===== src/rtl/rv32_pkg.sv =====
// Shared rv32 core types and constants used by the fetch stage and its queue.
package rv32_pkg;

    localparam int XLEN        = 32;
    localparam int INSTR_BYTES = 4;

    typedef logic [XLEN-1:0] word_t;

    localparam word_t DEFAULT_RESET_PC = 32'h0000_0000;

    // One fetched instruction together with the address it came from.
    typedef struct packed {
        word_t instr;
        word_t pc;
    } fetch_pkt_t;

    function automatic word_t word_align(input word_t addr);
        return {addr[XLEN-1:2], 2'b00};
    endfunction

    // Sequential instruction address; wraps modulo 2^32.
    function automatic word_t next_pc(input word_t addr);
        return addr + word_t'(INSTR_BYTES);
    endfunction

endpackage


===== src/rtl/fetch_fifo.sv =====
// Prefetch queue of fetch packets between the imem response path and decode.
// Flush wins over push; push is accepted on a full queue only when a pop frees a slot.
module fetch_fifo
    import rv32_pkg::*;
#(
    parameter int DEPTH = 4,
    localparam int AW   = $clog2(DEPTH)
) (
    input  logic       clk,
    input  logic       rst,
    input  logic       push,
    input  logic       pop,
    input  logic       flush,
    input  fetch_pkt_t wr_pkt,
    output fetch_pkt_t head_pkt,
    output logic [AW:0] count,
    output logic       empty,
    output logic       full
);

    fetch_pkt_t    mem [DEPTH];
    logic [AW-1:0] wr_ptr;
    logic [AW-1:0] rd_ptr;
    logic          do_push;
    logic          do_pop;

    assign empty    = (count == '0);
    assign full     = (count == (AW+1)'(DEPTH));
    assign do_pop   = pop && !empty;
    assign do_push  = push && (!full || do_pop);
    assign head_pkt = mem[rd_ptr];

    // Storage carries no reset; empty masks its contents at the output.
    always_ff @(posedge clk) begin
        if (do_push && !flush) begin
            mem[wr_ptr] <= wr_pkt;
        end
    end

    always_ff @(posedge clk or posedge rst) begin
        if (rst) begin
            wr_ptr <= '0;
            rd_ptr <= '0;
            count  <= '0;
        end else if (flush) begin
            wr_ptr <= '0;
            rd_ptr <= '0;
            count  <= '0;
        end else begin
            if (do_push) begin
                wr_ptr <= wr_ptr + AW'(1);
            end
            if (do_pop) begin
                rd_ptr <= rd_ptr + AW'(1);
            end
            case ({do_push, do_pop})
                2'b10:   count <= count + (AW+1)'(1);
                2'b01:   count <= count - (AW+1)'(1);
                default: count <= count;
            endcase
        end
    end

endmodule


===== src/rtl/fetch_stage.sv =====
// rv32 instruction fetch: owns the PC, issues imem requests, buffers responses
// and hands {instr, pc, pc+4} to decode; redirects flush and drop stale words.
module fetch_stage
    import rv32_pkg::*;
#(
    parameter word_t RESET_PC = DEFAULT_RESET_PC,
    parameter int    DEPTH    = 4
) (
    input  logic        clk,
    input  logic        rst,
    output logic        o_imem_req_valid,
    input  logic        i_imem_req_ready,
    output logic [31:0] o_imem_addr,
    input  logic        i_imem_rsp_valid,
    input  logic [31:0] i_imem_rsp_data,
    input  logic        i_redirect,
    input  logic [31:0] i_redirect_pc,
    output logic        o_valid,
    input  logic        i_ready,
    output logic [31:0] o_instr,
    output logic [31:0] o_pc,
    output logic [31:0] o_pc_4
);

    localparam int AW = $clog2(DEPTH);
    localparam int CW = AW + 1;

    // Valid/ready: a transfer happens on a cycle where valid & ready are both
    // high; valid never drops and the payload never changes until that transfer
    // (a redirect is the one event allowed to retarget an unaccepted request).

    word_t        fetch_pc;
    word_t        resp_pc;
    word_t        redirect_target;
    logic [CW-1:0] outstanding;
    logic [CW-1:0] outstanding_next;
    logic [CW-1:0] drop;
    logic [CW-1:0] drop_next;
    logic [CW-1:0] fifo_count;
    logic          fifo_empty;
    logic          fifo_full;
    logic          req_fire;
    logic          rsp_fire;
    logic          rsp_keep;
    logic          out_fire;
    fetch_pkt_t    wr_pkt;
    fetch_pkt_t    head_pkt;
    fetch_pkt_t    hold_pkt;
    fetch_pkt_t    out_pkt;

    assign redirect_target = word_align(i_redirect_pc);

    // Queued plus in-flight words never exceed DEPTH, so the queue cannot overflow.
    assign o_imem_req_valid = !rst && ((fifo_count + outstanding) < CW'(DEPTH));
    assign o_imem_addr      = fetch_pc;

    assign req_fire = o_imem_req_valid && i_imem_req_ready;
    assign rsp_fire = i_imem_rsp_valid && (outstanding != '0);
    assign rsp_keep = rsp_fire && (drop == '0) && !i_redirect;
    assign out_fire = o_valid && i_ready;

    always_comb begin
        outstanding_next = outstanding;
        if (req_fire && !rsp_fire) begin
            outstanding_next = outstanding + CW'(1);
        end else if (!req_fire && rsp_fire) begin
            outstanding_next = outstanding - CW'(1);
        end
    end

    // Every word still in flight after a redirect cycle belongs to the old path.
    always_comb begin
        drop_next = drop;
        if (i_redirect) begin
            drop_next = outstanding_next;
        end else if (rsp_fire && (drop != '0)) begin
            drop_next = drop - CW'(1);
        end
    end

    always_ff @(posedge clk or posedge rst) begin
        if (rst) begin
            fetch_pc    <= RESET_PC;
            resp_pc     <= RESET_PC;
            outstanding <= '0;
            drop        <= '0;
        end else begin
            if (i_redirect) begin
                fetch_pc <= redirect_target;
            end else if (req_fire) begin
                fetch_pc <= next_pc(fetch_pc);
            end
            if (i_redirect) begin
                resp_pc <= redirect_target;
            end else if (rsp_keep) begin
                resp_pc <= next_pc(resp_pc);
            end
            outstanding <= outstanding_next;
            drop        <= drop_next;
        end
    end

    assign wr_pkt.instr = i_imem_rsp_data;
    assign wr_pkt.pc    = resp_pc;

    fetch_fifo #(
        .DEPTH (DEPTH)
    ) u_fifo (
        .clk      (clk),
        .rst      (rst),
        .push     (rsp_keep),
        .pop      (out_fire),
        .flush    (i_redirect),
        .wr_pkt   (wr_pkt),
        .head_pkt (head_pkt),
        .count    (fifo_count),
        .empty    (fifo_empty),
        .full     (fifo_full)
    );

    // Decode sees the last presented packet while the queue is empty.
    always_ff @(posedge clk or posedge rst) begin
        if (rst) begin
            hold_pkt <= '0;
        end else if (!fifo_empty) begin
            hold_pkt <= head_pkt;
        end
    end

    assign out_pkt = fifo_empty ? hold_pkt : head_pkt;
    assign o_valid = !fifo_empty;
    assign o_instr = out_pkt.instr;
    assign o_pc    = out_pkt.pc;
    assign o_pc_4  = next_pc(out_pkt.pc);

    rsp_needs_request: assert property (@(posedge clk) disable iff (rst)
        i_imem_rsp_valid |-> (outstanding != '0));

    push_has_room: assert property (@(posedge clk) disable iff (rst)
        rsp_keep |-> (!fifo_full || out_fire));

endmodule


===== config.mk =====
export PLATFORM = sky130hd
export DESIGN_NAME = fetch_stage
export DESIGN_NICKNAME = d
export VERILOG_FILES = /design/src/rtl/rv32_pkg.sv /design/src/rtl/fetch_fifo.sv /design/src/rtl/fetch_stage.sv
export SDC_FILE = /design/constraint.sdc
export NUM_CORES = 1
export LEC_CHECK = 0
export CAP_MARGIN = 0
export CORE_MARGIN = 1.5
export CORE_UTILIZATION = 43
export DETAILED_ROUTE_END_ITERATION = 8
export DONT_BUFFER_PORTS = 1
export HOLD_SLACK_MARGIN = 0.12
export PLACE_DENSITY_LB_ADDON = 0.2
export SYNTH_ARGS = -nofsm -noshare
export SYNTH_HDL_FRONTEND = slang
export SYNTH_SLANG_ARGS = --single-unit

===== constraint.sdc =====
create_clock -name clk -period 9.5 [get_ports clk]
set_clock_uncertainty 0.1 [all_clocks]
set_input_delay 1.9 -clock clk [delete_from_list [all_inputs] [get_ports clk]]
set_output_delay 1.9 -clock clk [all_outputs]
set_load 0.01 [all_outputs]

==> out/qor.yml <==
dieArea_um2: 39000
worstPathRequired_ns: 7.50
fin_crit_ns: 6.96
dp_slack_ns: 3.02
ys_top_cells_by_count: "edfxtp_1 (248), nand2_1 (198), dfrtp_1 (137)"
finalNetCount: 1185
grt_pass1_vias: 9158
htree_levels: 2
vias: 8748
yosysTopAreaCellShare_pct: 45.7
antenna_found_initial: 0
vdd_drop_max_mv: 0.171
synth_area_leader_cell: "edfxtp_1"
async_flop_share_pct: 35.6
drive_gt1_share_pct: 17.1
layout.area.seq_um2: 10900
tns_ns: 0
synth_ff_type: "edfxtp_1"
max-cap-violations: 0
timing.final.ws_setup_ns: 2.54
routed_wl_um: 34700
nFillCells: 3342
yosysWarnings: 0
track_usage_pct: 18.4
drv_slew: 0
yosysSeqAreaShare_pct: 66.8
p_leak_nw: 6.58
drt_iter0_markers: 456
fin_util_pct: 48.3
grt_pass1_wl_um: 54000
io_pins: 200
cp_max_fo: 33
clk_pin_slew_ns: 0.06
grt_busiest_layer: "met2"
start_util_pct: 43.4
use_met1_pct: 25.2
cts_made_buffers: 41
synth_most_common_cell: "edfxtp_1"
yosysUniqueCellTypes: 52
path_buf_inv: 1
first_pass_iters: 5
cts_setup_buffers: 0
synth.top_cells.by_area: "edfxtp_1 (46%), dfrtp_1 (21%), mux4_2 (7.5%), nand2_1 (4.6%), xnor2_1 (3.4%)"
cts_hold_buf: 0
port-buffer-count: 0
met2_usage_pct: 28.6
ys_ff_latch: 385
rsz0062_at_grt: "no"
worstSetupPathType: "reg -> out"
wl_per_cell_um: 21.1
dieWidth_um: 198
hold_class: "reg -> reg"
relSlewSlack_pct: 27.3
postSynthCellCount: 1092
clk_latency_ns: 0.55
cts_tree: "yes"
syn_area_um2: 16300
worstMarginPinSlew_ns: 1.08
hpwl_um: 21900
grt_use_met3_pct: 5.40
gp_routability_congestion: 0.736
status: "finished clean"
clockBufferDepth: 3
syn_to_final_growth_pct: 11.3
fmax_ghz: 0.144
drcViolationCount: 0
routed_via_density: 5.32
fp-row-count: 71
power_mw: 5.12
placed_area_um2: 16800
critPathTopFamily: "simple AND/OR/NAND/NOR gates"
stdcell_area_um2: 18100
worstSetupStartpointType: "flop"
final_cells: 1645
cts_resized: 0
cts-root-buf: "clkbuf_16"
setup-violations-final: 0
critPathArrivalTime_ns: 4.96
powerDensity_nw_per_um2: 283
critPathMaxStageDelay_ns: 0.95
hold_slack_ns: 0.429
numClockSinks: 385
synth-edff-count: 248
cp-end-kind: "output port"
dpl.cell_count: 1569
coreArea_um2: 37500
dieHeight_um: 198
cp_slowest_cell: "dfrtp_2"
crit_chain: "buf_4, mux4_1, nand2_1, nand2_1, ha_1, nand4_1, a22oi_1, nand4_1, nor3b_1, xor2_1"
multiInputGateArea_um2: 5090
antenna_left: 0
grt-ovfl-total: 0
post-route-period-util_pct: 73.2
postSynthAreaPerCell_um2: 14.9
diodes: 0
grt_max_degree: 73
hold_viol: 0
final timing paths:
check,startpoint,endpoint,slack [ns],depth (start not counted)
max in group asynchronous,rst,hold_pkt[17],6.65,2
hold reg to reg,hold_pkt[54],hold_pkt[54],0.43,2
setup reg to reg,outstanding[0],u_fifo.mem[2][37],5.75,7
setup / recovery,u_fifo.rd_ptr[1],o_pc_4[28],2.54,10
min in group asynchronous,rst,drop[0],1.19,1
hold / removal,hold_pkt[54],hold_pkt[54],0.43,2
worst reg2reg max path: cells and delay by family (launching register included):
kind                       cells  cell delay (ns)
DFF                            1             0.39
and+or+nand+nor                3             1.75
adders and majority gates      2             0.41
buffers and inverters          2             0.69
flip-flops by register name, summed over array words and instances, names as in the netlist:
register,count
u_fifo.rd_ptr,2
resp_pc,30
u_fifo.count,3
o_imem_addr,30
drop,3
outstanding,3
u_fifo.wr_ptr,2
hold_pkt,64
u_fifo.mem,248
per-layer routing:
layer | routed length (um) | vias to the layer above
li1 | - | 4016
met1 | 15700 | 4458
met2 | 15800 | 220
met3 | 2310 | 54
met4 | 843 | 0
met5 | 0 | -
cell families after synthesis:
| kind of cell | after synthesis | share of synthesized area [%] |
|---|---|---|
| DFF | 385 | 66.8 |
| and+or+nand+nor | 350 | 10.0 |
| other | 1 | 0.0230 |
| xor gates and xnor gates | 96 | 5.16 |
| muxes | 128 | 13.2 |
| AOI/OAI and AO/OA | 38 | 1.44 |
| buffers and inverters | 78 | 2.14 |
| adders and majority gates | 16 | 1.24 |
layout make-up:
| type | instances | area share [%] |
|---|---|---|
| sequential | 385 | 60.0 |
| multi-input combinational | 630 | 28.1 |
| clock buffer | 60 | 6.39 |
| tap | 511 | 3.53 |
| clock inverter | 16 | 0.739 |
| timing repair buffer | 15 | 0.621 |
| inverter | 28 | 0.608 |
layout by cell type, fill, tap and decap left out, drive strengths merged, types with 2 or more instances in the layout:
cell      count
mux2i        17
a21oi        13
and4          4
mux2         49
nand2       198
nor3         13
maj3          2
conb          2
edfxtp      248
buf          15
mux4         62
and3         11
a22oi         3
ha           13
xnor2        64
nand4        29
o31ai         2
and2          8
clkinvlp      3
clkinv       11
nor4          7
nand2b        4
o21ai         6
nor2         26
inv          29
a31oi         6
nand3        41
dfrtp       137
a21o          3
clkbuf       60
nor4b         3
xor2         32
power by group:
group	internal, mW	switching (mW)	total, mW	leakage (nW)
Combinational	0.466	0.911	1.38	2.09
Sequential	2.02	0.191	2.22	3.86
Clock	0.878	0.649	1.53	0.622
Note: power is estimated with default switching activity, not from simulation.
